File: config.mk
export PLATFORM = sky130hd
export DESIGN_NAME = key_press_detector
export DESIGN_NICKNAME = d
export VERILOG_FILES = /design/src/rtl/key_press_detector.sv
export SDC_FILE = /design/constraint.sdc
export NUM_CORES = 1
export LEC_CHECK = 0
export BUFFER_PORTS_ARGS = -buffer_cell sky130_fd_sc_hd__buf_2
export CORE_UTILIZATION = 40
export CTS_CLUSTER_SIZE = 40
export DETAILED_ROUTE_END_ITERATION = 7
export RECOVER_POWER = 50
export SETUP_SLACK_MARGIN = 0.2
export SYNTH_ARGS = -nofsm -noshare
export SYNTH_HDL_FRONTEND = slang
export SYNTH_SLANG_ARGS = --single-unit
File: constraint.sdc
create_clock -name clk -period 2.51 [get_ports clk]
set_input_delay 0.3765 -clock clk [delete_from_list [all_inputs] [get_ports clk]]
set_output_delay 0.3765 -clock clk [all_outputs]
set_load 0.02 [all_outputs]
File: src/rtl/key_press_detector.sv
// Debounced push-button event generator: level, press pulse and release pulse.
// Optional auto-repeat of the press pulse while held is enabled by defining AUTO_REPEAT_EN.
module key_press_detector #(
    parameter int DEBOUNCE_CYCLES = 500000,
    parameter int REPEAT_DELAY    = 25000000,
    parameter int REPEAT_PERIOD   = 5000000
) (
    input  logic clk,
    input  logic reset,
    input  logic keyN,
    output logic keyIsPressed,
    output logic keyPressPulse,
    output logic keyReleasePulse
);

    localparam int                CNT_W      = $clog2(DEBOUNCE_CYCLES + 1);
    localparam logic [CNT_W-1:0]  DEB_MAX    = CNT_W'(DEBOUNCE_CYCLES);
    localparam logic [CNT_W-1:0]  CNT_ZERO   = CNT_W'(0);
    localparam logic [CNT_W-1:0]  CNT_ONE    = CNT_W'(1);
    localparam bit                ONE_SAMPLE = (DEBOUNCE_CYCLES == 1);

    typedef enum logic [1:0] {
        IDLE         = 2'd0,
        PRESS_WAIT   = 2'd1,
        HELD         = 2'd2,
        RELEASE_WAIT = 2'd3
    } state_t;

    state_t           state_r;
    state_t           state_nxt_s;
    logic [CNT_W-1:0] cnt_r;
    logic [CNT_W-1:0] cnt_nxt_s;
    logic [CNT_W-1:0] cnt_inc_s;
    logic             sync1_r;
    logic             sync2_r;
    logic             key_s;
    logic             press_s;
    logic             release_s;
    logic             repeat_s;

    assign key_s = sync2_r;

    // Two-flop synchronizer on the inverted (active-high) pin
    always_ff @(posedge clk) begin
        if (reset) begin
            sync1_r <= 1'b0;
            sync2_r <= 1'b0;
        end else begin
            sync1_r <= ~keyN;
            sync2_r <= sync1_r;
        end
    end

    // Debounce FSM next state; the current sample counts toward DEBOUNCE_CYCLES
    always_comb begin
        state_nxt_s = state_r;
        cnt_nxt_s   = cnt_r;
        cnt_inc_s   = (cnt_r >= DEB_MAX) ? DEB_MAX : (cnt_r + CNT_ONE);
        case (state_r)
            IDLE: begin
                if (key_s) begin
                    if (ONE_SAMPLE) begin
                        state_nxt_s = HELD;
                        cnt_nxt_s   = CNT_ZERO;
                    end else begin
                        state_nxt_s = PRESS_WAIT;
                        cnt_nxt_s   = CNT_ONE;
                    end
                end else begin
                    cnt_nxt_s = CNT_ZERO;
                end
            end
            PRESS_WAIT: begin
                if (!key_s) begin
                    state_nxt_s = IDLE;
                    cnt_nxt_s   = CNT_ZERO;
                end else if (cnt_inc_s == DEB_MAX) begin
                    state_nxt_s = HELD;
                    cnt_nxt_s   = CNT_ZERO;
                end else begin
                    cnt_nxt_s = cnt_inc_s;
                end
            end
            HELD: begin
                if (!key_s) begin
                    if (ONE_SAMPLE) begin
                        state_nxt_s = IDLE;
                        cnt_nxt_s   = CNT_ZERO;
                    end else begin
                        state_nxt_s = RELEASE_WAIT;
                        cnt_nxt_s   = CNT_ONE;
                    end
                end else begin
                    cnt_nxt_s = CNT_ZERO;
                end
            end
            RELEASE_WAIT: begin
                if (key_s) begin
                    state_nxt_s = HELD;
                    cnt_nxt_s   = CNT_ZERO;
                end else if (cnt_inc_s == DEB_MAX) begin
                    state_nxt_s = IDLE;
                    cnt_nxt_s   = CNT_ZERO;
                end else begin
                    cnt_nxt_s = cnt_inc_s;
                end
            end
            default: begin
                state_nxt_s = IDLE;
                cnt_nxt_s   = CNT_ZERO;
            end
        endcase
    end

`ifdef AUTO_REPEAT_EN
    localparam int               REP_MAX  = (REPEAT_DELAY > REPEAT_PERIOD) ? REPEAT_DELAY : REPEAT_PERIOD;
    localparam int               REP_W    = $clog2(REP_MAX + 1);
    localparam logic [REP_W-1:0] REP_DLY  = REP_W'(REPEAT_DELAY);
    localparam logic [REP_W-1:0] REP_PER  = REP_W'(REPEAT_PERIOD);
    localparam logic [REP_W-1:0] REP_ZERO = REP_W'(0);
    localparam logic [REP_W-1:0] REP_ONE  = REP_W'(1);

    logic [REP_W-1:0] rep_cnt_r;
    logic [REP_W-1:0] rep_cnt_nxt_s;
    logic [REP_W-1:0] rep_limit_s;
    logic             rep_first_r;
    logic             rep_first_nxt_s;

    // Repeat counter counts HELD cycles since entry or the last repeat pulse
    always_comb begin
        rep_cnt_nxt_s   = rep_cnt_r;
        rep_first_nxt_s = rep_first_r;
        repeat_s        = 1'b0;
        rep_limit_s     = rep_first_r ? REP_DLY : REP_PER;
        if ((state_nxt_s == HELD) && (state_r != HELD) && (state_r != RELEASE_WAIT)) begin
            rep_cnt_nxt_s   = REP_ZERO;
            rep_first_nxt_s = 1'b1;
        end else if (state_nxt_s == HELD) begin
            if (rep_cnt_r >= (rep_limit_s - REP_ONE)) begin
                repeat_s        = 1'b1;
                rep_cnt_nxt_s   = REP_ZERO;
                rep_first_nxt_s = 1'b0;
            end else begin
                rep_cnt_nxt_s = rep_cnt_r + REP_ONE;
            end
        end else begin
            rep_cnt_nxt_s = rep_cnt_r;
        end
    end

    // Repeat counter registers
    always_ff @(posedge clk) begin
        if (reset) begin
            rep_cnt_r   <= REP_ZERO;
            rep_first_r <= 1'b0;
        end else begin
            rep_cnt_r   <= rep_cnt_nxt_s;
            rep_first_r <= rep_first_nxt_s;
        end
    end
`else
    assign repeat_s = 1'b0;
`endif

    // Event decode from the transition being taken this cycle
    always_comb begin
        press_s   = (((state_r == PRESS_WAIT) || (state_r == IDLE)) && (state_nxt_s == HELD)) || repeat_s;
        release_s = ((state_r == RELEASE_WAIT) || (state_r == HELD)) && (state_nxt_s == IDLE);
    end

    // State, counter and registered outputs
    always_ff @(posedge clk) begin
        if (reset) begin
            state_r         <= IDLE;
            cnt_r           <= CNT_ZERO;
            keyIsPressed    <= 1'b0;
            keyPressPulse   <= 1'b0;
            keyReleasePulse <= 1'b0;
        end else begin
            state_r         <= state_nxt_s;
            cnt_r           <= cnt_nxt_s;
            keyIsPressed    <= (state_nxt_s == HELD) || (state_nxt_s == RELEASE_WAIT);
            keyPressPulse   <= press_s;
            keyReleasePulse <= release_s;
        end
    end

endmodule

==> results.tsv, run 1 <==
stage	metric	value	unit
grt	gr ovfl total	0	
yosys	Syn Area/Cell	8.40	sq um
yosys	Seq cells post-synth	26	
power	switching share of power	19.0	%
worst_setup_path	crit-path max FO	8	
clock_network	cts bufs inserted	3	
yosys	post-synthesis adder-cell area fraction	1.54	%
timing	worst relative slew slack	59.0	%
clock_network	CTS tree	done	
yosys	Compound-Gate Fraction of Synth Area	8.49	%
clock_network	clock transition at the registers of the reported paths	100	ps
yosys	Syn Std Cell Area	1620	sq um
power	cell-internal power	0.627	mW
worst_setup_path	CP max stage cell	dfxtp_4	
power	Power Density	418	nW/um^2
yosys	Netlist cell types	51	
power	Leak	0.777	nW
worst_setup_path	family with the most delay on the worst path	simple AND/OR/NAND/NOR gates	
detailed_routing	Antenna Nets Post-Route	0	
yosys	Post-synth EDFFs	0	
grt	met2 Use GR	27.7	%
layout	Antenna Cells	0	
detailed_routing	via count	1339	
timing	RSZ-0062 raised after global routing	yes	
detailed_routing	DRT Pass-1 Iters	4	
floorplanning	FP Rows	22	
yosys	Post-synth ARST share	0	%
timing	setup TNS	0	ps
yosys	largest family of logic cells by synthesized area	simple AND/OR/NAND/NOR gates	
grt	global-route wire length before repair	5640	microns
timing	Fmax	433	MHz
detailed_routing	drt wl/cell	13.5	microns
worst_setup_path	largest stage delay on the critical path	390	ps
power	Comb pwr share	1.1	%
yosys	Syn. warnings	0	
power	worst vdd ir	0.208	mV
worst_setup_path	R2R Setup Slk	200	ps
timing	Final min period	2310	ps
grt	initial antenna violation count	0	
yosys	Syn Inst Count	193	
worst_setup_path	startpoint types	register	
run_status	status	finished, final reports clean	
power	clock power share	45.7	%
layout	Layout Nets	211	
grt	met3 Track Usage GR	2.60	%
floorplanning	# IOs	6	
placement	post-DP HPWL	2350	microns
floorplanning	die width	65.7	microns
worst_setup_path	Critical Path AT	2480	ps
timing	Final Setup Violations	0	
placement	port buffer count	5	
layout	most frequent cells in the layout	37 x nand2_1, 26 x nor2_1, 17 x dfxtp_1	
clock_network	H-Tree Depth	1	
worst_setup_path	Required @ worst endpoint	2680	ps
detailed_routing	DR DRC count	0	
layout	Final Util	49.0	%
power	Net Sw Power	0.147	mW
placement	RD Place Congestion	0.893	
timing	clock skew	5.76	ps
worst_setup_path	critical path class	register to register	
timing	Pins Over Slew Limit	0	
yosys	most used flip-flop cell after synthesis	dfxtp_1	
worst_setup_path	critical path, cell by cell	ha_4 > and3_4 > xor2_1 > or3_4 > a2111oi_2 > nand4b_4 > a21boi_4 > buf_4 > nor2_1	
flow_run	Max-Cap Viols	0	
hold_path	Hold WC Path Type	input port to register	
yosys	syn nets	198	
grt	vias in the first global route	1160	
detailed_routing	vias per cell	5.29	
layout	most common cell after layout, fill and taps aside	nand2_1	
clock_network	clk_lat worst skew	280	ps
worst_setup_path	Critical Path End Type	register	
timing	Final Cycle Share	91.9	%
yosys	XOR/XNOR Fraction of Synth Area	10.8	%
yosys	simple-gate share of the synthesized area	35.1	%
detailed_routing	DRT Wirelength	3420	microns
power	Power, Total	0.774	mW
timing	Final Hold Vio Count	0	
floorplanning	Initial Utilization	43.0	%
floorplanning	Core Box Area	3770	sq um
timing	slew of the pin with the lowest slew margin	612	ps
clock_network	Clock Tree Buf Depth	2	
floorplanning	die area	4310	sq um
yosys	sequential fraction of the synthesis area	32.1	%
grt	Total GRT Usage	17.3	%
clock_network	clk sinks	26	
detailed_routing	DRT iter0 DRCs	51	
clock_network	clk root buf	clkbuf_8	
grt	most crowded layer after global routing	met2	
yosys	mux contribution to synthesized area	3.16	%
worst_setup_path	Worst Path Buf+Inv	1	
layout	fraction of layout cells with a size suffix above 1	26.3	%
floorplanning	Die H	65.7	microns
grt	met1 Use GR	23.2	%
power	Reg power frac	53.2	%
grt	largest net degree at the start of global routing	16	
layout	area delta synth->final	14.0	%
[synth_stat cells (all sizes together), types with 2 or more instances]
| cell | n | area share, % |
|---|---|---|
| a21oi | 5 | 1.8 |
| and3 | 5 | 2.1 |
| and4 | 3 | 1.7 |
| buf | 7 | 4.4 |
| clkbuf | 3 | 0.85 |
| dfxtp | 26 | 32 |
| ha | 2 | 1.5 |
| inv | 4 | 0.93 |
| mux2i | 4 | 2.5 |
| nand2 | 37 | 8.6 |
| nand2b | 2 | 0.77 |
| nand3 | 9 | 2.8 |
| nand4 | 4 | 2.5 |
| nand4b | 2 | 1.5 |
| nor2 | 27 | 6.4 |
| nor3 | 4 | 1.5 |
| nor3b | 5 | 3.2 |
| nor4 | 3 | 1.5 |
| o21ai | 2 | 0.62 |
| or3 | 2 | 0.85 |
| xnor2 | 9 | 4.9 |
| xor2 | 11 | 5.9 |
[logic make-up (layout without fill, tap and decap cells)]
family	Yosys count	count (layout)
AOI/OAI and AO/OA	17	17
xor gates and xnor gates	20	20
muxes	5	5
adders and majority gates	2	2
and+or+nand+nor	107	107
buffers and inverters	16	28
DFF	26	26
[power groups by stage]
stage | Combinational, mW | Sequential, mW | Clock (mW)
floorplan | 0.00453 | 0.425 | 0
global placement | 0.00782 | 0.426 | 0
detailed placement | 0.00823 | 0.426 | 0
CTS | 0.00837 | 0.415 | 0.357
global route | 0.00948 | 0.412 | 0.377
finish | 0.00832 | 0.412 | 0.354
[per-layer routing]
metal  share of wire, %  vias to the layer above  wire [microns]
li1                   -                      678               -
met2                 47                       35            1590
met4                1.6                        0              53
met3                2.7                        7              91
met5                  0                        -               0
met1                 49                      619            1680
[state kept, by name, indices dropped and copies added, names as in the netlist]
| register | cells |
|---|---|
| cnt_r | 19 |
| keyIsPressed | 1 |
| keyPressPulse | 1 |
| keyReleasePulse | 1 |
| key_s | 1 |
| state_r | 2 |
| sync1_r | 1 |
[repair_timing]
| action | CTS | global route |
|---|---|---|
| pin swaps | 1 | 4 |
| setup buffers | 0 | 7 |
| hold buffers | 0 | 0 |
| setup endpoints to repair | 23 | 23 |
| gates resized for setup | 12 | 8 |
[worst paths after layout]
check | startpoint | endpoint | cells past startpoint
setup / recovery | cnt_r[0] | cnt_r[6] | 9
hold / removal | keyN | sync1_r | 2
setup reg to reg | cnt_r[0] | cnt_r[6] | 9
hold reg to reg | sync1_r | key_s | 1
[worst register-to-register path: stages, from the launching register on]
cell and delay (ps):
dfxtp_4 390, ha_4 190, and3_4 200, xor2_1 160, or3_4 330, a2111oi_2 330, nand4b_4 190, a21boi_4 170
buf_4 180, nor2_1 60
[metrics by stage]
step                setup WS [ps]  cell area (sq um)  hold slack, ps  std cells
floorplan                     153               1660             410        193
global placement              193               1680             427        242
detailed placement           31.5               1680             449        242
CTS                           205               1800             242        246
global route                  125               1850             248        253
finish                        203               1850             240        253
[final cells by class]
cell class	count	area [sq um]
Clock buffer	3	41.3
Clock inverter	1	30.0
Fill cell	346	1920
Inverter	4	15.0
Multi-Input combinational cell	151	1030
Sequential cell	26	544
Tap cell	48	60.1
Timing Repair Buffer	20	130
Note: power is estimated with default switching activity, not from simulation.
==> inputs of run 2 (changes only) <==
CORE_MARGIN = 3   (was default)
==> results.tsv, run 2 (synthesis results as in run 1) <==
stage	metric	value	unit	change
timing	setup TNS	0	ps	unchanged
timing	Final Setup Violations	0		unchanged
grt	global-route wire length before repair	5810	microns	+2.9%
worst_setup_path	critical path class	register to register		
placement	Setup WS pre-CTS	28.1	ps	-3.42 ps
power	Leak	0.750	nW	-3.5%
clock_network	Clock Tree Buf Depth	2		unchanged
detailed_routing	drt wl/cell	13.8	microns	+2.2%
layout	fraction of layout cells with a size suffix above 1	25.1	%	-1.2 points
timing	RSZ-0062 raised after global routing	yes		
detailed_routing	Antenna Nets Post-Route	0		unchanged
power	worst vdd ir	0.207	mV	-0.57%
grt	vias in the first global route	1268		+9.3%
clock_network	clk_lat worst skew	270	ps	about the same
layout	most common cell after layout, fill and taps aside	nand2_1		
flow_run	Max-Cap Viols	0		unchanged
worst_setup_path	Required @ worst endpoint	2680	ps	about the same
grt	largest net degree at the start of global routing	15		-1
floorplanning	Die H	69.7	microns	+6.1%
floorplanning	Initial Utilization	43.0	%	unchanged
worst_setup_path	crit-path max FO	8		unchanged
grt	initial antenna violation count	0		unchanged
power	Power, Total	0.664	mW	-14%
run_status	status	finished, final reports clean		
placement	port buffer count	5		unchanged
placement	RD Place Congestion	0.870		-2.5%
timing	worst relative slew slack	61.8	%	+2.8 points
timing	Pins Over Slew Limit	0		unchanged
layout	area of the multi-input gates	1060	sq um	+3.0%
layout	area delta synth->final	13.0	%	
clock_network	clk sinks	26		unchanged
clock_network	clk root buf	clkbuf_8		
timing	PnR worst setup slack	179	ps	-24.5 ps
detailed_routing	vias per cell	5.20		-1.7%
power	Power Density	363	nW/um^2	-13%
layout	biggest regs	cnt_r x19, state_r x2		
layout	Register Area	534	sq um	-1.8%
clock_network	cts bufs inserted	3		unchanged
layout	Final Util	48.6	%	-0.46 points
detailed_routing	via count	1306		-2.5%
power	clock power share	36.5	%	-9.2 points
layout	max reg flops	19		unchanged
timing	slew of the pin with the lowest slew margin	570	ps	-41.8 ps
timing	clock skew	2.12	ps	-3.64 ps
layout	most frequent cells in the layout	37 x nand2_1, 21 x nor2_1, 21 x dfxtp_1		
timing	Fmax	429	MHz	-1.1%
clock_network	H-Tree Depth	1		unchanged
grt	Total GRT Usage	14.7	%	-2.6 points
detailed_routing	DR DRC count	0		unchanged
power	Net Sw Power	0.136	mW	-7.8%
clock_network	hold_buf cts	0		unchanged
floorplanning	Core Box Area	3770	sq um	unchanged
worst_setup_path	startpoint types	register		
power	Reg power frac	62.3	%	+9.1 points
clock_network	CTS tree	done		
placement	post-DP HPWL	2510	microns	+6.6%
floorplanning	die width	69.7	microns	+6.1%
power	cell-internal power	0.529	mW	-16%
timing	Final Cycle Share	92.9	%	+0.98 points
floorplanning	# IOs	6		unchanged
layout	Antenna Cells	0		unchanged
layout	fill count	351		+1.4%
detailed_routing	DRT iter0 DRCs	26		-49%
timing	Final Hold Vio Count	0		unchanged
detailed_routing	DRT Pass-1 Iters	4		unchanged
clock_network	clock transition at the registers of the reported paths	90	ps	about the same
grt	gr ovfl total	0		unchanged
power	switching share of power	20.4	%	+1.4 points
worst_setup_path	Critical Path End Type	register		
power	Comb pwr share	1.3	%	+0.2 points
layout	Top reg by flops	cnt_r		
timing	Final min period	2330	ps	+24.5 ps
detailed_routing	DRT Wirelength	3460	microns	+1.3%
floorplanning	FP Rows	22		unchanged
layout	Layout Nets	209		-0.95%
floorplanning	die area	4850	sq um	+13%
hold_path	Hold WC Path Type	input port to register		
worst_setup_path	Critical Path AT	2500	ps	+20 ps
-- run 2: cell types whose count changed in the layout (fill, tap and decap cells not counted), moves of 2 or more --
cell / previous run / this run
nor2_1: 26 / 21
dfxtp_2: 4 / 2
dfxtp_4: 5 / 3
nor2_2: 1 / 6
a21oi_2: 2 / 0
dfxtp_1: 17 / 21
-- run 2: repair_timing --
action | 4_1_cts | 5_1_grt
setup endpoints to repair | 23 | 22
buffers inserted | 0 | 2
gates cloned | 0 | 1
pin swaps | 2 | 2
resized for setup | 9 | 13
hold endpoints to repair | 0 | 0
-- run 2: critical path, cell delays in order, from the launching register on --
cell       delay (ps)
dfxtp_2           450
ha_4              220
and3_4            250
xor2_2             80
or3_4             350
a2111oi_4         260
nand4b_4          170
a21boi_4          200
buf_4             180
nor2_1             50
-- run 2: through the flow --
step | cell area (sq um) | cells | hold WS, ps
2_1_floorplan | 1660 | 193 | 410
3_3_place_gp | 1690 | 244 | 430
3_5_place_dp | 1690 | 244 | 432
4_1_cts | 1780 | 248 | 245
5_1_grt | 1830 | 251 | 233
6_report | 1830 | 251 | 246
-- run 2: cell type report --
| class | instances | share of cell area (%) |
|---|---|---|
| multi-input cells | 151 | 57.9 |
| flip-flops and latches | 26 | 29.2 |
| repair buffers | 18 | 6.42 |
| well taps | 48 | 3.28 |
| clock buffers | 4 | 2.46 |
| inverters | 4 | 0.820 |
-- run 2: power by group through the flow --
stage	sequential (mW)	clock, mW	combinational [mW]
after global placement	0.426	0	0.00796
final	0.414	0.242	0.00836
after detailed placement	0.426	0	0.00819
after floorplan	0.425	0	0.00453
after global routing	0.414	0.274	0.00918
after CTS	0.415	0.247	0.00834
-- run 2: final timing paths --
kind              cells after the start     start  slack, ps        end
hold / removal                        2      keyN        250    sync1_r
setup reg to reg                      9  cnt_r[0]        180  cnt_r[11]
hold reg to reg                       1   sync1_r        440      key_s
setup / recovery                      9  cnt_r[0]        180  cnt_r[11]
-- run 2: layer usage --
layer | wire length (microns) | part of all wire, % | global-route usage, % | up-vias
li1 | - | - | - | 674
met4 | 80 | 2.3 | 5.96 | 0
met2 | 1690 | 49 | 25.1 | 14
met1 | 1630 | 47 | 18.4 | 611
met5 | 0 | 0 | 0 | -
met3 | 66 | 1.9 | 2.17 | 7
